## src/rtl/gsim_pkg.sv

```systemverilog
// Shared GSIM definitions: shift-register command codes, vector length and
// the state encoding of the shift-register sequencer.
package gsim_pkg;

    localparam logic [1:0] SH0 = 2'b00;
    localparam logic [1:0] SH1 = 2'b01;
    localparam logic [1:0] SH4 = 2'b10;
    localparam logic [1:0] SH5 = 2'b11;

    localparam int N_X   = 16;
    localparam int IDX_W = $clog2(N_X);

    typedef enum logic [2:0] {
        SEQ_IDLE  = 3'd0,
        SEQ_LOAD  = 3'd1,
        SEQ_ITER  = 3'd2,
        SEQ_DRAIN = 3'd3,
        SEQ_FLUSH = 3'd4
    } seq_state_e;

    // True on the last slot of a 16-entry pass.
    function automatic logic is_last_idx(input logic [IDX_W-1:0] idx);
        return (idx == IDX_W'(N_X - 1));
    endfunction

endpackage

```

## src/rtl/gsim_shreg_seq.sv

```systemverilog
// Sequencer for the GSIM x-vector shift register: clears it, inserts each
// updated x from the PE, then drains the converged vector in index order.
module gsim_shreg_seq
    import gsim_pkg::*;
#(
    parameter int BIT_WIDTH = 32,
    parameter int N_ITER    = 16
) (
    input  logic                 clk,
    input  logic                 rst_n,
    input  logic                 start,
    output logic                 busy,
    input  logic [BIT_WIDTH-1:0] pe_x,
    input  logic                 pe_valid,
    output logic                 pe_ready,
    output logic [1:0]           sh_ctrl,
    output logic                 sh_en,
    output logic [BIT_WIDTH-1:0] sh_in,
    input  logic [BIT_WIDTH-1:0] sh_out0,
    output logic                 out_valid,
    output logic [3:0]           out_idx,
    output logic [BIT_WIDTH-1:0] out_x,
    output logic                 done
);

    localparam int               ITW       = $clog2(N_ITER + 1);
    localparam logic [ITW-1:0]   ITER_LAST = ITW'(N_ITER - 1);

    seq_state_e           state_q, state_d;
    logic [IDX_W-1:0]     idx_q, idx_d;
    logic [ITW-1:0]       iter_q, iter_d;
    logic                 out_valid_q, out_valid_d;
    logic [3:0]           out_idx_q, out_idx_d;
    logic [BIT_WIDTH-1:0] out_x_q, out_x_d;
    logic                 done_q, done_d;

    // Next-state, counter and shift-register command decode.
    always_comb begin
        state_d     = state_q;
        idx_d       = idx_q;
        iter_d      = iter_q;
        out_valid_d = 1'b0;
        out_idx_d   = out_idx_q;
        out_x_d     = out_x_q;
        done_d      = 1'b0;
        sh_ctrl     = SH0;
        sh_en       = 1'b0;
        sh_in       = '0;
        pe_ready    = 1'b0;

        case (state_q)
            SEQ_IDLE: begin
                if (start) begin
                    state_d = SEQ_LOAD;
                    idx_d   = '0;
                    iter_d  = '0;
                end else begin
                    state_d = SEQ_IDLE;
                end
            end

            SEQ_LOAD: begin
                sh_ctrl = SH1;
                sh_en   = 1'b1;
                idx_d   = idx_q + IDX_W'(1);
                if (is_last_idx(idx_q)) begin
                    state_d = SEQ_ITER;
                    idx_d   = '0;
                end else begin
                    state_d = SEQ_LOAD;
                end
            end

            SEQ_ITER: begin
                pe_ready = 1'b1;
                sh_in    = pe_x;
                if (pe_valid) begin
                    sh_ctrl = SH1;
                    sh_en   = 1'b1;
                    idx_d   = idx_q + IDX_W'(1);
                    // A full sweep ends on slot 15; the last sweep hands over to the drain.
                    if (is_last_idx(idx_q)) begin
                        if (iter_q == ITER_LAST) begin
                            state_d = SEQ_DRAIN;
                            idx_d   = '0;
                        end else begin
                            iter_d = iter_q + ITW'(1);
                        end
                    end else begin
                        iter_d = iter_q;
                    end
                end else begin
                    sh_ctrl = SH0;
                    sh_en   = 1'b0;
                end
            end

            SEQ_DRAIN: begin
                // Plain rotate: slot 0 presents x[idx] while idx steps through the vector.
                sh_ctrl     = SH1;
                sh_en       = 1'b0;
                out_valid_d = 1'b1;
                out_idx_d   = 4'(idx_q);
                out_x_d     = sh_out0;
                idx_d       = idx_q + IDX_W'(1);
                if (is_last_idx(idx_q)) begin
                    state_d = SEQ_FLUSH;
                end else begin
                    state_d = SEQ_DRAIN;
                end
            end

            SEQ_FLUSH: begin
                done_d  = 1'b1;
                state_d = SEQ_IDLE;
            end

            default: begin
                state_d = SEQ_IDLE;
                idx_d   = '0;
                iter_d  = '0;
            end
        endcase
    end

    // State, counters and result registers.
    always_ff @(posedge clk or negedge rst_n) begin
        if (!rst_n) begin
            state_q     <= SEQ_IDLE;
            idx_q       <= '0;
            iter_q      <= '0;
            out_valid_q <= 1'b0;
            out_idx_q   <= 4'd0;
            out_x_q     <= '0;
            done_q      <= 1'b0;
        end else begin
            state_q     <= state_d;
            idx_q       <= idx_d;
            iter_q      <= iter_d;
            out_valid_q <= out_valid_d;
            out_idx_q   <= out_idx_d;
            out_x_q     <= out_x_d;
            done_q      <= done_d;
        end
    end

    assign busy      = (state_q != SEQ_IDLE);
    assign out_valid = out_valid_q;
    assign out_idx   = out_idx_q;
    assign out_x     = out_x_q;
    assign done      = done_q;

endmodule

```

## config.mk

```make
export PLATFORM = sky130hd
export DESIGN_NAME = gsim_shreg_seq
export DESIGN_NICKNAME = d
export VERILOG_FILES = /design/src/rtl/gsim_pkg.sv /design/src/rtl/gsim_shreg_seq.sv
export SDC_FILE = /design/constraint.sdc
export NUM_CORES = 1
export LEC_CHECK = 0
export ABC_AREA = 0
export CORE_MARGIN = 2
export CORE_UTILIZATION = 31
export CTS_CLUSTER_SIZE = 20
export DETAILED_ROUTE_END_ITERATION = 8
export PLACE_DENSITY = 0.66
export RECOVER_POWER = 50
export SLEW_MARGIN = 20
export SYNTH_ARGS = -nofsm -noshare
export SYNTH_HDL_FRONTEND = slang
export SYNTH_SLANG_ARGS = --single-unit
export TNS_END_PERCENT = 30
```

## constraint.sdc

```tcl
create_clock -name clk -period 2.2 [get_ports clk]
set_clock_uncertainty 0.05 [all_clocks]
set_input_delay 0.33 -clock clk [delete_from_list [all_inputs] [get_ports clk]]
set_output_delay 0.33 -clock clk [all_outputs]
set_load 0.02 [all_outputs]
```

* Word level (Yosys, flattened, before mapping)
Cells that the tools add are included.
** Cells by class
- $add $sub $neg :: 2
- Equal/unequal tests :: 11
- Muxes and demuxes :: 26
- Bitwise logic cells :: 2
- Reductions and logical operators :: 7
** Operator list (number)
- $mux 32 :: 1
- $mux 4 :: 5
- $mux 5 :: 4
- $pmux 4 s5 :: 1
- $pmux 5 s3 :: 1
- $mux 3 :: 4
- $pmux 3 s4 :: 1
- $ne 2x2->1 const B :: 5
- $eq 3x2->1 const B :: 2
- $mux 1 :: 6
- $reduce_and 3->1 :: 2
- $add 5x1->5 const B :: 1
- $eq 5x4->1 const B :: 1
- $reduce_and 5->1 :: 1
- $add 4x1->4 const B :: 1
- $eq 4x4->1 const B :: 1
- $pmux 1 s2 :: 2
- $eq 3x1->1 const B :: 1
- $eq 3x3->1 const B :: 1
- $logic_not 3->1 :: 1
- $reduce_bool 3->1 :: 1
- $reduce_or 3->1 :: 1
- $mux 2 :: 1
- $not 1->1 :: 2
- $reduce_or 2->1 :: 1
** Word-level totals
- Register bits after elaboration :: 50
- Input bits :: 68
- Output and inout bits :: 75
- Logic and storage cells :: 55

* Longest topological paths before layout
- Depth in word-level cells :: 5
- Depth in mapped cells :: 7
- Mapped depth without buffers :: 7

* Least setup slack after synthesis
Ideal clock, no wire load.
- Path type :: register -> register
- Start point :: reg iter_q[0]
- End point :: reg iter_q[0]
- Arrival time :: 1.738 ns
- Data required time :: 2.025 ns
- Setup slack :: 0.287 ns
- Cell stages (with the launch flop) :: 7
- Path buffers :: 0
- Period minus slack after synthesis :: 1.913 ns
- Path through :: dfrtp_1 > ha_1 > and3_1 > ha_1 > and4bb_1 > a21o_1 > mux2_4
** Between the ends
- Word-level cells in the longest chain between the ends :: 5
** RTL lines
- start: declaration :: RTL line gsim_shreg_seq.sv:31 : logic [ITW-1:0] iter_q, iter_d;
- start signal: assignment :: RTL line gsim_shreg_seq.sv:139 : iter_q <= iter_d;
- $add 5x1->5 :: RTL line gsim_shreg_seq.sv:87 : iter_d = iter_q + ITW'(1);
- $mux 5 :: RTL line gsim_shreg_seq.sv:83 : if (iter_q == ITER_LAST) begin
- $mux 5 :: RTL line gsim_shreg_seq.sv:82 : if (is_last_idx(idx_q)) begin
- $mux 5 :: RTL line gsim_shreg_seq.sv:77 : if (pe_valid) begin
- $pmux 5 s3 :: RTL line gsim_shreg_seq.sv:51 : case (state_q)
Parallel ways exist; a longest one is shown, timed or not. The select of a mux whose other input is x is not followed.
A chain may end at the register's enable or synchronous reset.

* Worst setup path in the final report
- Start point :: reg state_q[2]
- End point :: out sh_in[0]
** Between the ends
- Word-level cells in the longest chain between the ends :: 2
** RTL lines
- start: declaration :: RTL line gsim_shreg_seq.sv:29 : seq_state_e state_q, state_d;
- start signal: assignment :: RTL line gsim_shreg_seq.sv:137 : state_q <= state_d;
- $eq 3x2->1 :: RTL line gsim_shreg_seq.sv:51
- $mux 32 :: RTL line gsim_shreg_seq.sv:51
- end: declaration :: RTL line gsim_shreg_seq.sv:18 : output logic [BIT_WIDTH-1:0] sh_in,
No other way between the ends.

==> impl_metrics.toml <==
[yosys]
ys_types = 40
async_flop_share_pct = 100
synth_top_flop_cell = "dfrtp_1"
yosys.area.top_type_share_pct = 51.9
synth_edf_count = 0
synthesis.area_sq_um = 2410
netlist_instances = 199
synthTopCellsByArea = "dfrtp_1 (52%), mux2_2 (16%), and2_1 (8.6%)"
yosysMostFrequentCell = "dfrtp_1"
yosys_warnings = 0
syn_nets = 270
synth-seq-cells = 50
ys_seq_area_share_pct = 51.9
yosys.area.top_type = "dfrtp_1"
synthTopCellsByCount = "dfrtp_1 (50), mux2_2 (34), and2_1 (33), nand2_1 (8), nor2_1 (8)"
avgSynthCellArea_sq_um = 12.1

[die]
die_w_um = 92.2
dieArea_sq_um = 8490
core_sq_um = 7650
initial_core_util_pct = 31.5
io_pins = 143
die_h_um = 92.2
rows = 32

[global_route]
grt_usage_pct = 13.6
overflow = 0
grt_pass1_vias = 2020
grt_max_degree = 51
grt_antenna_before_repair = 0
grt_pass1_wl_um = 9170

[timing]
finalHoldViolations = 0
tns_ns = 0
worst_pin_slew_ns = 1.21
fin_crit_sh_pct = 95.3
max_freq_ghz = 0.477
period_needed_ns = 2.10
setup_viol = 0
rsz0062_at_grt = "false"
final.setup.worst_slack_ns = 0.104
slew_headroom_pct = 19.1
maxSlewViolCount = 0

[hold_path]
worstHoldPathType = "flip-flop to flip-flop"
min-delay-start = "out_x[29]$_DFFE_PN0P_"

[worst_setup_path]
cp-end-kind = "output port"
required_ns = 1.82
r2r_start = "iter_q[0]$_DFFE_PN0P_"
start_kind = "flip-flop"
cp_slowest_cell = "dfrtp_1"
critical_path_class = "flip-flop to output port"
cp_data_arrival_time_ns = 1.72
max_stage_delay_ns = 0.39
crit_path_max_fanout = 12
path_cells = "and2b_4 > nand2b_2 > clkinv_4 > buf_4 > and2_1 > clkdlybuf4s15_2"
startpoint = "state_q[2]$_DFFE_PN0P_"

[pwr]
totalPowerFinal_mw = 4.91
p_leak_nw = 1.79
p_per_area_nw_per_um2 = 1240
vdd_drop_max_mv = 0.397

[detailed_routing]
postRouteAntennaNets = 0
drt_wl_total_um = 5750
drt_pass1_iterations = 3
vias = 1979
drc = 0
wl_per_cell_um = 12.8
viasPerCell = 4.40
drtIter0Drc = 68

[clock_network]
clk_path_buf_depth = 2
cts_buffers = 5
clk_pin_slew_worst_paths_ns = 0.09
clk_latency_ns = 0.29
cts.htree.levels = 2
cts.sinks = 50
cts_root_buffer = "clkbuf_8"
cts_tree = "built"

[place]
placed_cell_area_sq_um = 3910
pre_cts_slack_ns = -0.0745
io_buffers = 141
place.gp.congestion = 0.720
hpwlAfterDp_um = 4250

[job]
maxCapViolations = 0

[finish]
syn2layout_area_growth_pct = 64.8
fin_nets = 418
nFillCells = 707
drive_gt1_share_pct = 24.4
fin_area_sq_um = 3970
antenna-diode-count = 0

[run_status]
status = "complete, no violations"
==> metrics by stage <==
| stage | utilization, % | hold slack, ns | instances |
|---|---|---|---|
| after floorplan | - | -0.0156 | 199 |
| after global placement | 51.2 | 0.291 | 436 |
| after detailed placement | 51.2 | 0.294 | 436 |
| after CTS | 53.0 | 0.463 | 450 |
| after global routing | 51.9 | 0.473 | 450 |
| final | 51.9 | 0.459 | 450 |
==> area by class of cell <==
| type | instances | area, sq um | area share (%) |
|---|---|---|---|
| clock buffers | 6 | 72.6 | 1.83 |
| multi-input cells | 133 | 1050 | 26.5 |
| inverters | 4 | 20.0 | 0.504 |
| flip-flops and latches | 50 | 1250 | 31.5 |
| repair buffers | 152 | 1400 | 35.3 |
| clock inverters | 2 | 37.5 | 0.945 |
| repair inverters | 1 | 7.51 | 0.189 |
| well taps | 102 | 128 | 3.21 |
==> where the power goes <==
part	switching [mW]	internal, mW
Clock	0.290	0.339
Combinational	1.27	1.45
Sequential	0.216	1.34
Total	1.78	3.13
==> cells by family after synthesis <==
group,share of synthesized area [%]
flops,51.9
mux,18.5
xor+xnor,1.09
fa+ha+maj,1.56
compound gates,4.83
other cells,0.156
simple gates,17.7
buf+inv,4.31
==> registers in the layout, summed over array words and instances, names as in the netlist <==
register and flops:
out_x 32, done 1, out_idx 4, idx_q 4, iter_q 5, state_q 3
out_valid 1
==> worst max-delay path, delay by kind of cell, from the launching register on <==
kind	cells	cell delay, ns
buffers and inverters	3	0.50
flip-flops	1	0.39
AND/OR/NAND/NOR	3	0.52
==> routing by layer <==
layer  global-route usage, %  vias to the layer above  part of all wire, %
met4                    3.36                        0                 0.92
met5                       0                        -                    0
li1                        -                      960                    -
met3                    5.42                        6                   11
met2                    24.0                      117                   48
met1                    15.3                      896                   40
==> repair_timing <==
| item | in CTS | in global routing |
|---|---|---|
| resized for setup | 53 | 29 |
| setup endpoints to repair | 33 | 24 |
| setup buffers | 4 | 0 |
| endpoints found under the hold margin | 50 | 0 |
| cloned | 1 | 0 |
| hold buffers | 1 | 0 |
==> path summary, 6_finish.rpt <==
kind / to / slack [ns] / depth (start not counted)
worst max-delay path: sh_in[0] / 0.10 / 6
worst min-delay path: out_x[29]$_DFFE_PN0P_ / 0.46 / 1
worst max register to register: iter_q[4]$_DFFE_PN0P_ / 0.15 / 6
worst min register to register: out_x[29]$_DFFE_PN0P_ / 0.46 / 1
max in group asynchronous: out_x[4]$_DFFE_PN0P_ / 0.51 / 3
min in group asynchronous: out_x[27]$_DFFE_PN0P_ / 0.86 / 3
==> cells in the final DEF (no fill, tap or decap), types with 2 or more instances in the layout <==
cell type and count:
and2_1 33, nor2_1 8, xor2_1 3, clkbuf_8 5
mux2_4 2, and3_1 4, nand3_1 3, dfrtp_1 50
clkinvlp_4 2, nand3b_1 2, clkbuf_2 16, a21oi_1 2
ha_1 3, inv_1 3, buf_2 3, clkdlybuf4s15_2 5
o21ai_0 3, clkdlybuf4s50_1 105, mux2_1 2, dlygate4sd2_1 11
dlymetal6s2s_1 2, nand2_1 8, mux2_2 34, nand2b_1 6
buf_4 8
No activity file was read; power rests on OpenSTA's default activity.
